`config.mk`:
```
export PLATFORM = sky130hd
export DESIGN_NAME = ksa_engine
export DESIGN_NICKNAME = d
export VERILOG_FILES = /design/src/rtl/ksa_engine.sv
export SDC_FILE = /design/constraint.sdc
export NUM_CORES = 1
export LEC_CHECK = 0
export CORE_MARGIN = 2
export CORE_UTILIZATION = 54
export DETAILED_ROUTE_END_ITERATION = 16
export PLACE_DENSITY = 0.8
export SLEW_MARGIN = 40
export SYNTH_ARGS = -nofsm -noshare
export SYNTH_HDL_FRONTEND = slang
export SYNTH_SLANG_ARGS = --single-unit
```
`constraint.sdc`:
```
create_clock -name clk -period 3.4 [get_ports clk]
set_input_delay 0.51 -clock clk [delete_from_list [all_inputs] [get_ports clk]]
set_output_delay 0.51 -clock clk [all_outputs]
set_load 0.01 [all_outputs]
```
`src/rtl/ksa_engine.sv`:
```
// RC4 key-scheduling engine: optional identity init of the S-box RAM, then the full
// KSA swap loop driving a single-port synchronous RAM (one-cycle read latency).
module ksa_engine #(
    parameter int unsigned ADDR_W    = 8,
    parameter int unsigned KEY_BYTES = 3
) (
    input  logic                   clk,
    input  logic                   rst_n,
    input  logic                   start,
    input  logic                   skip_init,
    input  logic [8*KEY_BYTES-1:0] key,
    output logic [ADDR_W-1:0]      mem_addr,
    output logic [ADDR_W-1:0]      mem_wrdata,
    output logic                   mem_wren,
    input  logic [ADDR_W-1:0]      mem_rddata,
    output logic                   busy,
    output logic                   done
);

    localparam int unsigned       KIDX_W    = (KEY_BYTES > 1) ? $clog2(KEY_BYTES) : 1;
    localparam logic [KIDX_W-1:0] KIDX_LAST = KIDX_W'(KEY_BYTES - 1);

    typedef enum logic [2:0] {
        StIdle, StInit, StRdI, StCalcJ, StRdJ, StWrJ, StWrI, StDone
    } state_e;

    state_e                 state_q, state_d;
    logic [ADDR_W-1:0]      i_q, i_d, j_q, j_d;
    logic [ADDR_W-1:0]      si_q, si_d, sj_q, sj_d;
    logic [KIDX_W-1:0]      kidx_q, kidx_d;
    logic [8*KEY_BYTES-1:0] key_q, key_d;
    logic [ADDR_W-1:0]      kb;
    logic                   i_last;

    assign i_last = (i_q == {ADDR_W{1'b1}});

    // Byte 0 is the most significant byte of the key; low ADDR_W bits of it are used.
    always_comb begin
        kb = '0;
        for (int unsigned b = 0; b < KEY_BYTES; b++) begin
            if (kidx_q == KIDX_W'(b)) kb = key_q[8*(KEY_BYTES-1-b) +: ADDR_W];
        end
    end

    always_comb begin
        state_d    = state_q;
        i_d        = i_q;
        j_d        = j_q;
        si_d       = si_q;
        sj_d       = sj_q;
        kidx_d     = kidx_q;
        key_d      = key_q;
        mem_addr   = '0;
        mem_wrdata = '0;
        mem_wren   = 1'b0;
        busy       = (state_q != StIdle);
        done       = 1'b0;
        unique case (state_q)
            StIdle: begin
                if (start) begin
                    key_d   = key;
                    i_d     = '0;
                    j_d     = '0;
                    kidx_d  = '0;
                    state_d = skip_init ? StRdI : StInit;
                end
            end
            StInit: begin
                mem_wren   = 1'b1;
                mem_addr   = i_q;
                mem_wrdata = i_q;
                i_d        = i_q + 1'b1;
                if (i_last) state_d = StRdI;
            end
            StRdI: begin
                mem_addr = i_q;
                state_d  = StCalcJ;
            end
            StCalcJ: begin
                mem_addr = i_q;
                si_d     = mem_rddata;
                j_d      = j_q + mem_rddata + kb;
                state_d  = StRdJ;
            end
            StRdJ: begin
                mem_addr = j_q;
                state_d  = StWrJ;
            end
            // S[j] is captured before either write, so i == j stores si twice.
            StWrJ: begin
                sj_d       = mem_rddata;
                mem_wren   = 1'b1;
                mem_addr   = j_q;
                mem_wrdata = si_q;
                state_d    = StWrI;
            end
            StWrI: begin
                mem_wren   = 1'b1;
                mem_addr   = i_q;
                mem_wrdata = sj_q;
                i_d        = i_q + 1'b1;
                kidx_d     = (kidx_q == KIDX_LAST) ? '0 : kidx_q + 1'b1;
                state_d    = i_last ? StDone : StRdI;
            end
            StDone: begin
                done    = 1'b1;
                state_d = StIdle;
            end
            default: state_d = StIdle;
        endcase
    end

    always_ff @(posedge clk or negedge rst_n) begin
        if (!rst_n) begin
            state_q <= StIdle;
            i_q     <= '0;
            j_q     <= '0;
            si_q    <= '0;
            sj_q    <= '0;
            kidx_q  <= '0;
            key_q   <= '0;
        end else begin
            state_q <= state_d;
            i_q     <= i_d;
            j_q     <= j_d;
            si_q    <= si_d;
            sj_q    <= sj_d;
            kidx_q  <= kidx_d;
            key_q   <= key_d;
        end
    end

endmodule

```
==> flow_summary.toml, run 1 <==
[placed_design]
dp_cells = 432
portBuffers = 54
placed_area_mm2 = 0.003975
gp_congestion = 0.8177
place_ws_ps = 313.0
hpwl_um = 5487

[power]
p_sw_mw = 1.717
total_power_mw = 4.236
p_leak_nw = 1.758
power_frac_seq_pct = 30.7
switching_share_pct = 40.53
comb_power_share_pct = 56.1
p_clk_share_pct = 13.2
peakVddDrop_uv = 614.8
p_int_mw = 2.519
power_density_mw_per_mm2 = 1023

[critical_path]
arrival_ps = 3310
r2r-start = "kidx_q[1]$_DFFE_PN0P_"
worstSetupEndpointType = "register"
crit_path_max_fanout = 12
rrSetupSlack_ps = 290
startpoint_type = "register"
worstSetupPathType = "reg2reg"
reg2reg_to = "j_q[7]$_DFFE_PN0P_"
crit_required_ps = 3600
reg2regPathDepth = 12

[sta]
finalSetupViolCount = 0
fin_crit_sh_pct = 91.33
worst_slack_ps = 294.8
fin_skew_ps = 8.038
relSlewSlack_pct = 48.07
worst_slew_pin_slew_ps = 757.3
maxSlewViolCount = 0
hold_viol = 0
fin_crit_ps = 3105
holdWs_ps = 133.7
fin_setup_tns_ps = 0
max_freq_mhz = 322.0
rsz0062_at_grt = "no"

[clock_network]
cts_buffer_depth = 2
cts.clk_slew.worst_paths_ps = 70
cts_hold_buf = 0
cts_tree = "built"
cts_setup_buffers = 0
cts-buffers-inserted = 9
clk_root_buffer_cell = "clkbuf_8"
worstSkewPairLatency_ps = 340
cts_sinks = 61
h-tree-depth = 3
cts_resized = 0

[hold_path]
hp-class = "in2async"

[logic_synthesis]
ys.flop_type = "dfrtp_1"
syn_inst = 310
yosys-top-cells-count = "dfrtp_1 (61), mux2_2 (38), nand2_1 (37)"
synth-edff-count = 0
async_flop_share_pct = 100.0
synth_seq_cells = 61
synth_nets = 361
synth_cell_types = 45
syn_area_per_cell_um2 = 11.09
synth_top_area_share_pct = 44.40
syn-cell-area_mm2 = 0.003438
synth_top_cell_by_area = "dfrtp_1"
synth.most_common_cell = "dfrtp_1"
yosys_warnings = 0
synthTopCellsByArea = "dfrtp_1 (44%), mux2_2 (12%), mux2i_1 (5.2%)"
ys_seq_area_share_pct = 44.40

[route]
routed_wl_um = 7587
drc_errors = 0
wl_per_cell_um = 17.01
drt-vias-per-instance = 5.729
routed-via-count = 2555
postRouteAntennaNets = 0
drt-pass1-iter-count = 4
drtIter0Drc = 169

[global_route]
grt_max_degree = 40
grt_usage_pct = 23.32
grt-ovfl-total = 0
first_global_vias = 2671
grt_pass1_wl_um = 12710
antenna_found_initial = 0

[flow_run]
drv_cap = 0

[layout]
diodes = 0
final_cell_area_mm2 = 0.004140
syn2layout_area_growth_pct = 20.41
layout.nets = 417
fillers = 494
fin_util_pct = 66.34
multi_input_area_mm2 = 0.001730
seqCellArea_mm2 = 0.001526
stdcell_count = 446
drive_gt1_share_pct = 18.43

[die]
initial_utilization_pct = 55.09
die_y_um = 83.80
core_area_mm2 = 0.006241
placementRows = 29
die-area_mm2 = 0.007022
die_w_um = 83.80
ios = 55

[outcome]
outcome = "complete, no violations"
per-layer routing:
layer  track usage [%]  part of all wire, %  up-vias
li1                  -                    -     1208
met1             31.07                   44     1249
met2             37.02                   48       81
met3             3.363                  4.2       17
met4             12.61                  3.3        0
met5                 0                    0        -
worst max-delay path, cell delays in order (launching register included):
cell	delay, ps
dfrtp_1	530
nor2b_1	510
nand2_1	90
o21ai_0	110
fa_1	450
ha_1	240
inv_1	80
fa_1	210
nor2b_1	70
o31ai_1	280
a21oi_1	140
xnor2_1	170
o22ai_1	90
state kept, by name (all words and copies together), names as in the netlist:
name,count
i_q,8
j_q,8
key_q,24
kidx_q,2
si_q,8
sj_q,8
state_q,3
power by group through the flow:
stage	sequential (mW)	combinational (mW)	clock, mW
after detailed placement	1.31	2.35	0
final	1.30	2.38	0.559
after floorplan	1.22	1.83	0
after CTS	1.30	2.37	0.572
after global placement	1.29	2.25	0
after global routing	1.35	2.63	0.604
final cells by class:
cell class	count	share of cell area, %
Clock buffer	12	3.747
Clock inverter	2	0.2418
Inverter	11	0.9973
Multi-Input combinational cell	223	41.80
Sequential cell	61	36.87
Tap cell	77	2.327
Timing Repair Buffer	60	14.02
logic make-up after synthesis:
family,share of synthesized area (%)
adder cells (fa/ha/maj),7.205
buffers and inverters,5.276
AO/OA/AOI/OAI,12.34
AND/OR/NAND/NOR,11.32
multiplexers,17.69
XOR/XNOR,1.783
flip-flops,44.40
placed cells by master, fill, tap and decap left out, drive strengths merged, types with 6 or more instances in the layout:
cell | synthesis | final
ha | 7 | 7
o22ai | 8 | 8
buf | 13 | 7
inv | 11 | 11
o21ai | 32 | 32
nor2 | 14 | 14
nand2 | 37 | 37
fa | 8 | 8
dfrtp | 61 | 61
mux2 | 38 | 38
clkbuf | 2 | 12
mux2i | 18 | 18
a21oi | 7 | 7
a22o | 11 | 11
clkdlybuf4s50 | 0 | 53
xnor2 | 6 | 6
worst max-delay path by stage:
stage,start,end,slack [ps]
3_5_place_dp,kidx_q[1]$_DFFE_PN0P_,j_q[7]$_DFFE_PN0P_,310
3_3_place_gp,mem_rddata[1],j_q[7]$_DFFE_PN0P_,470
2_1_floorplan,kidx_q[0]$_DFFE_PN0P_,j_q[7]$_DFFE_PN0P_,730
5_1_grt,kidx_q[1]$_DFFE_PN0P_,j_q[7]$_DFFE_PN0P_,60
6_report,kidx_q[1]$_DFFE_PN0P_,j_q[7]$_DFFE_PN0P_,290
4_1_cts,kidx_q[1]$_DFFE_PN0P_,j_q[7]$_DFFE_PN0P_,290
Note: power is estimated with default switching activity, not from simulation.
==> inputs of run 2 (changes only) <==
--- a/config.mk
+++ b/config.mk
@@ -6,9 +6,9 @@
 export NUM_CORES = 1
 export LEC_CHECK = 0
 export CORE_MARGIN = 2
-export CORE_UTILIZATION = 54
+export CORE_UTILIZATION = 49
 export DETAILED_ROUTE_END_ITERATION = 16
-export PLACE_DENSITY = 0.8
+export PLACE_DENSITY = 0.77
 export SLEW_MARGIN = 40
 export SYNTH_ARGS = -nofsm -noshare
 export SYNTH_HDL_FRONTEND = slang
==> constraint.sdc (replaced) <==
create_clock -name clk -period 2.63 [get_ports clk]
set_input_delay 0.3945 -clock clk [delete_from_list [all_inputs] [get_ports clk]]
set_output_delay 0.3945 -clock clk [all_outputs]
set_load 0.01 [all_outputs]
==> flow_summary.toml, run 2 (synthesized netlist as in run 1, its figures left out) <==
[outcome]
outcome = "complete, no violations"

[critical_path]
worstSetupPathType = "reg2reg"
r2r-start = "kidx_q[0]$_DFFE_PN0P_"
rrSetupSlack_ps = 20
cp_num_cells = 10
cp_cell_sequence = "buf_6, mux2i_2, o21ai_2, fa_1, ha_1, a21o_1, a21o_1, a21oi_2, or4b_1, nand3_1"
crit_buf_inv = 1
crit_path_max_fanout = 5
arrival_ps = 2900
worstSetupEndpointType = "register"
crit_required_ps = 2920
cpMostUsedCell = "a21o_1"
worst_path_largest_cell_delay_ps = 460
reg2reg_to = "j_q[6]$_DFFE_PN0P_"
startpoint_type = "register"
slowest_stage = "dfrtp_2"
reg2regPathDepth = 10
cp_top_family = "adder cells"

[power]
total_power_mw = 6.351
peakVddDrop_uv = 864.7
p_leak_nw = 1.895
power_density_mw_per_mm2 = 1421

[sta]
holdWs_ps = 88.21
finalSetupViolCount = 0
fin_skew_ps = 10.20
rsz0062_at_grt = "yes"
max_freq_mhz = 382.8
hold_viol = 0
fin_crit_sh_pct = 99.33
fin_crit_ps = 2612
worst_slew_pin_slew_ps = 702.1
maxSlewViolCount = 0
relSlewSlack_pct = 53.19

[clock_network]
cts_setup_buffers = 0
worstSkewPairLatency_ps = 350
clk_root_buffer_cell = "clkbuf_8"
cts_tree = "built"
cts_sinks = 61
cts_hold_buf = 0
cts_buffer_depth = 2
cts.clk_slew.worst_paths_ps = 70
h-tree-depth = 3
cts-buffers-inserted = 9

[die]
ios = 55
placementRows = 30
die-area_mm2 = 0.007703
die_w_um = 87.77
initial_utilization_pct = 50.61
die_y_um = 87.77
core_area_mm2 = 0.006794

[layout]
drive_gt1_share_pct = 26.34
diodes = 0
layout.nets = 437
final_cell_mix = "dfrtp_1 (60), clkdlybuf4s50_1 (53), mux2_2 (38), nand2_1 (37), buf_4 (24)"
largest_reg_flops = 24
regMostFlops = "key_q"
layout_commonest_cell = "dfrtp_1"
syn2layout_area_growth_pct = 29.95

[route]
drt-vias-per-instance = 5.464
drtIter0Drc = 166
wl_per_cell_um = 16.81
drt-pass1-iter-count = 4
routed_wl_um = 8185
drc_errors = 0
postRouteAntennaNets = 0
routed-via-count = 2661

[flow_run]
drv_cap = 0

[global_route]
grt-ovfl-total = 0
antenna_found_initial = 0
grt_pass1_wl_um = 13020
first_global_vias = 2704
grt_usage_pct = 22.87
grt_max_degree = 33

[hold_path]
hp-class = "in2async"

[placed_design]
hpwl_um = 5774
portBuffers = 54
gp_congestion = 0.8403
-- run 2: layout make-up --
class	count	area (um2)
Fill cell	531	2326
Multi-Input combinational cell	223	1807
Sequential cell	61	1528
Timing Repair Buffer	80	747.0
Clock buffer	12	155.1
Tap cell	96	120.1
Clock inverter	4	70.07
Inverter	11	41.29
-- run 2: metal layers --
metal | vias up | track usage, % | share of wire (%)
met1 | 1334 | 29.06 | 44
li1 | 1249 | - | -
met2 | 67 | 37.12 | 50
met4 | 0 | 8.112 | 1.6
met3 | 11 | 7.069 | 4.2
met5 | - | 0 | 0
-- run 2: how the worst max path moves through the flow --
stage,from,slack [ps],end
detailed placement,mem_rddata[1],-240,j_q[7]$_DFFE_PN0P_
global placement,mem_rddata[1],-180,j_q[7]$_DFFE_PN0P_
finish,kidx_q[0]$_DFFE_PN0P_,20,j_q[6]$_DFFE_PN0P_
global route,kidx_q[0]$_DFFE_PN0P_,-110,j_q[7]$_DFFE_PN0P_
floorplan,kidx_q[0]$_DFFE_PN0P_,20,j_q[7]$_DFFE_PN0P_
CTS,kidx_q[0]$_DFFE_PN0P_,-20,j_q[6]$_DFFE_PN0P_
-- run 2: power by group --
group / switching, mW / internal [mW] / total (mW) / leakage, nW
clock: 0.372 / 0.582 / 0.955 / 0.116
sequential: 0.320 / 1.37 / 1.69 / 0.746
combinational: 1.76 / 1.94 / 3.71 / 1.03
-- run 2: stage by stage --
stage	area [um2]	cells	setup TNS, ps	setup WS, ps	util [%]
2_1_floorplan	3441	310	0	21.01	-
4_1_cts	4409	487	-31.04	-17.14	64.90
6_report	4468	487	0	17.70	65.76
3_5_place_dp	4161	471	-478.5	-240.5	61.25
5_1_grt	4468	487	-188.3	-107.7	65.76
3_3_place_gp	4161	471	-188.4	-177.1	61.25
-- run 2: timing repair --
action                     CTS  global route
pin swaps                    7             6
resized for setup           12            10
setup endpoints to repair    6             4
==> inputs of run 3 (changes only) <==
--- a/config.mk
+++ b/config.mk
@@ -5,7 +5,7 @@
 export SDC_FILE = /design/constraint.sdc
 export NUM_CORES = 1
 export LEC_CHECK = 0
-export CORE_MARGIN = 2
+export CORE_MARGIN = 5
 export CORE_UTILIZATION = 49
 export DETAILED_ROUTE_END_ITERATION = 16
 export PLACE_DENSITY = 0.77
==> flow_summary.toml, run 3 (synthesized netlist as in run 1, its figures left out) <==
[outcome]
violations = "negative setup slack"
outcome = "finished with violations"

[die]
die-area_mm2 = 0.008792
die_w_um = 93.77
ios = 55
initial_utilization_pct = 50.61
core_area_mm2 = 0.006794
placementRows = 30
die_y_um = 93.77

[placed_design]
portBuffers = 54
placed_area_mm2 = 0.004126
hpwl_um = 5772
place_ws_ps = -277.4
dp_cells = 468
gp_congestion = 0.8397

[layout]
fin_util_pct = 65.08
stdcell_count = 485
final_cell_area_mm2 = 0.004422
syn2layout_area_growth_pct = 28.60
layout.nets = 436
drive_gt1_share_pct = 25.71
largest_reg_flops = 24
final_cell_mix = "dfrtp_1 (60), clkdlybuf4s50_1 (53), mux2_2 (38), nand2_1 (37), buf_4 (21)"
fillers = 535
layout_commonest_cell = "dfrtp_1"
regMostFlops = "key_q"
diodes = 0

[sta]
max_freq_mhz = 376.0
hold_viol = 0
relSlewSlack_pct = 68.68
maxSlewViolCount = 0
fin_crit_sh_pct = 101.1
worst_slew_pin_slew_ps = 466.7
fin_setup_tns_ps = -29.43
rsz0062_at_grt = "yes"
fin_skew_ps = 4.460
fin_crit_ps = 2659
worst_slack_ps = -29.43
finalSetupViolCount = 1

[power]
p_leak_nw = 1.869
power_density_mw_per_mm2 = 1379
peakVddDrop_uv = 625.4

[route]
drc_errors = 0
wl_per_cell_um = 16.36
postRouteAntennaNets = 0
drtIter0Drc = 104
routed-via-count = 2589
drt-pass1-iter-count = 4
routed_wl_um = 7937
drt-vias-per-instance = 5.338

[critical_path]
cp_top_family = "adder cells"
crit_path_max_fanout = 5
worst_path_largest_cell_delay_ps = 550
reg2regPathDepth = 11
reg2reg_to = "j_q[7]$_DFFE_PN0P_"
rrSetupSlack_ps = -30
startpoint_type = "register"
r2r-start = "kidx_q[0]$_DFFE_PN0P_"
crit_start = "kidx_q[0]$_DFFE_PN0P_"
crit_required_ps = 2830
arrival_ps = 2860
worstSetupEndpointType = "register"
cp_cell_sequence = "buf_6, mux2i_2, o21ai_2, fa_1, inv_2, fa_2, nor2b_2, o31ai_2, a21oi_1, xnor2_1, o22ai_1"
crit_buf_inv = 2
worstSetupPathType = "reg2reg"
slowest_stage = "fa_1"
cp_num_cells = 11

[global_route]
antenna_found_initial = 0
grt_max_degree = 33
grt_usage_pct = 19.42
grt_pass1_wl_um = 13230
grt-ovfl-total = 0
first_global_vias = 2648

[clock_network]
cts.clk_slew.worst_paths_ps = 70
cts_sinks = 61
cts-buffers-inserted = 9
cts_buffer_depth = 2
clk_root_buffer_cell = "clkbuf_8"
cts_tree = "built"
worstSkewPairLatency_ps = 330
h-tree-depth = 3

[flow_run]
drv_cap = 0

[hold_path]
hp-class = "in2async"
run 3: per-stage QoR:
| stage | hold slack, ps | power (mW) |
|---|---|---|
| after detailed placement | 277.4 | 4.980 |
| after CTS | 439.3 | 6.041 |
| final | 451.8 | 6.099 |
| after floorplan | 98.91 | 3.944 |
| after global placement | 273.5 | 4.821 |
| after global routing | 478.8 | 6.580 |
run 3: layer usage:
layer  up-vias  global-route usage [%]  wire, um
li1       1248                       -         -
met1      1273                   26.25      3528
met2        62                   30.69      3996
met3         6                   5.288       335
met4         0                   5.415        77
met5         -                       0         0
run 3: cell type report:
class	instances	area [um2]	share of cell area (%)
well taps	96	120.1	2.716
multi-input cells	223	1790	40.49
inverters	11	41.29	0.9338
flip-flops and latches	61	1528	34.55
repair buffers	79	745.7	16.86
clock buffers	15	196.4	4.443
run 3: repair_timing:
action	in CTS	in global routing
gates resized for setup	16	5
pin swaps	3	8
endpoints found under the hold margin	9	0
endpoints found under the setup margin	2	11
gates cloned	0	0
buffers inserted	0	1
hold buffers	1	0
run 3: worst max-delay path by stage:
| stage | endpoint |
|---|---|
| 3_3_place_gp | j_q[7]$_DFFE_PN0P_ |
| 3_5_place_dp | j_q[7]$_DFFE_PN0P_ |
| 4_1_cts | j_q[7]$_DFFE_PN0P_ |
| 5_1_grt | j_q[7]$_DFFE_PN0P_ |
| 2_1_floorplan | j_q[7]$_DFFE_PN0P_ |
| 6_report | j_q[7]$_DFFE_PN0P_ |
run 3: power breakdown:
| part | leakage, nW | switching [mW] | internal, mW |
|---|---|---|---|
| clock | 0.102 | 0.354 | 0.467 |
| combinational | 1.02 | 1.70 | 1.91 |
| sequential | 0.746 | 0.300 | 1.37 |
| total | 1.87 | 2.36 | 3.74 |
==> edit: new RTL, config.mk and constraints of run 1 <==
The 8 states of `state_e` get a one-hot encoding in 8 bits.
--- a/src/rtl/ksa_engine.sv
+++ b/src/rtl/ksa_engine.sv
@@ -20,8 +20,8 @@
     localparam int unsigned       KIDX_W    = (KEY_BYTES > 1) ? $clog2(KEY_BYTES) : 1;
     localparam logic [KIDX_W-1:0] KIDX_LAST = KIDX_W'(KEY_BYTES - 1);
 
-    typedef enum logic [2:0] {
-        StIdle, StInit, StRdI, StCalcJ, StRdJ, StWrJ, StWrI, StDone
+    typedef enum logic [7:0] {
+        StIdle = 8'b00000001, StInit = 8'b00000010, StRdI = 8'b00000100, StCalcJ = 8'b00001000, StRdJ = 8'b00010000, StWrJ = 8'b00100000, StWrI = 8'b01000000, StDone = 8'b10000000
     } state_e;
 
     state_e                 state_q, state_d;
Check against the original RTL: same outputs for any inputs over 10 cycles, from zero or initial values and one cycle with rst_n low; not proved beyond that.
==> edit against run 1 <==
Routed wire length grew 5.7%; global-route usage increased by 0.43 points; maximum frequency down 1.9%; synthesized area increased by 4.7%; setup slack worse by 0.060 ns; sequential cell count grew 5; total power shrank 19%; final area increased by 7.1%; clock skew about the same; final cell count up 1.6%; register-to-register slack improved by 0.29 ns; largest cell class unchanged; largest power group unchanged.
==> edit: results (changes against run 1) <==
Worst Path Arrival 2.66 ns (was 3.31 ns); final RePlAce weighted congestion 0.786 (was 0.818); Synthesized Nets 362 (was 361); leakage power 0.00208 uW (was 0.00176 uW); Yosys warnings 0 (unchanged); Syn Inst Count 311 (was 310); Clk Latency, worst-skew pair 0.35 ns; Inserted Clock Buffers 9 (unchanged); slowest CP cell clkdlybuf4s50_1 (was dfrtp_1); placed wire-length estimate 5580 um (was 5490 um); placement-stage cell area 4230 sq um (was 3980 sq um); root buffer cell clkbuf_8 (unchanged); outcome completed (unchanged); max reg flops 24 (unchanged); initial antenna violation count 0 (unchanged); final worst slack 0.235 ns (was 0.295 ns); measured slew at the worst slew-check pin 0.595 ns (was 0.757 ns); Synth Flop Type dfrtp_1 (unchanged); top cells by area, synth dfrtp_1 45%, mux2_4 8.8%, nand2_1 4.6% (was dfrtp_1 44%, mux2_2 12%, mux2i_1 5.2%); Max rail drop VDD 0.552 mV (was 0.615 mV); largest net degree at the start of global routing 67 (was 40); Max clock buf depth 2 (unchanged); first-pass GRT wire length 13,400 um (was 12,700 um); ant diodes 0 (unchanged); final hold slack 0.231 ns (was 0.134 ns); Port Buffers 54 (unchanged); CTS clock-pin slew for the worst setup and hold paths 0.07 ns (about the same); placed cells 438 (was 432); htree depth 3 (unchanged); CP Capture Point mem_addr[4] (was j_q[7]); Synth cell types 49 (was 45); post-CTS setup repair buffer count 0 (unchanged); worst hold-check path type primary input to async pin (unchanged); pre-CTS WS 0.466 ns (was 0.313 ns); Global Route Usage Sum 0.238 (was 0.233); detailed-route via count 2,639 (was 2,555); critical path startpoint state_q[1] (was kidx_q[1]); r2r setup slk 0.58 ns (was 0.29 ns); Crit path max-delay family simple AND/OR/NAND/NOR gates (was adder cells); DRT Pass-1 Iters 6 (was 4); worst r2r src kidx_q[0] (was kidx_q[1]); total routed wirelength 8020 um (was 7590 um); synth cell count leaders 65 x dfrtp_1, 44 x nand2_1, 21 x mux2_4 (was 61 x dfrtp_1, 38 x mux2_2, 37 x nand2_1); crit path max fanout 9 (was 12); cell count of the worst reg-to-reg path 10 (was 12); Seq/Total Area, Yosys 0.459 (was 0.444); vias in the first global route 2,706 (was 2,671); number of DRC markers in iteration 0 208 (was 169); Top reg by flops key_q (unchanged); NumNets Final 423 (was 417); CTS resizes 0 (unchanged); Max Clock Skew 0.00781 ns (was 0.00804 ns); vias per cell 5.83 (was 5.73); share of layout cells above drive strength 1 0.178 (was 0.184); crit-path max cell delay about 0.54 ns; asr flop ratio synth 1.00 (unchanged); RR Endpoint j_q[6] (was j_q[7])
[edit: power by group]
group	total (uW)	switching [uW]	internal [uW]
Combinational	1510	726	784
Sequential	1240	184	1050
Clock	685	291	394
Total	3430	1200	2230
[edit: per-layer routing]
layer | track usage | wire length (um) | up-vias
met1 | 0.316 | 3340 | 1285
met4 | 0.0967 | 206 | 0
met5 | 0 | 0 | -
met3 | 0.0481 | 521 | 21
met2 | 0.384 | 3960 | 103
li1 | - | - | 1230
[edit: layout make-up]
class / count / area [sq um]
tap: 77 / 96.3
clock inverter: 2 / 35.0
inverter: 17 / 63.8
fill: 472 / 1950
sequential: 66 / 1650
timing repair buffer: 64 / 614
clock buffer: 13 / 169
multi-input combinational: 214 / 1800
[edit: cell families after synthesis]
family	synth area share
adder cells (fa/ha/maj)	0.0688
XOR/XNOR	0.0170
multiplexers	0.164
AO/OA/AOI/OAI	0.117
buffers and inverters	0.0400
flip-flops	0.459
AND/OR/NAND/NOR	0.134
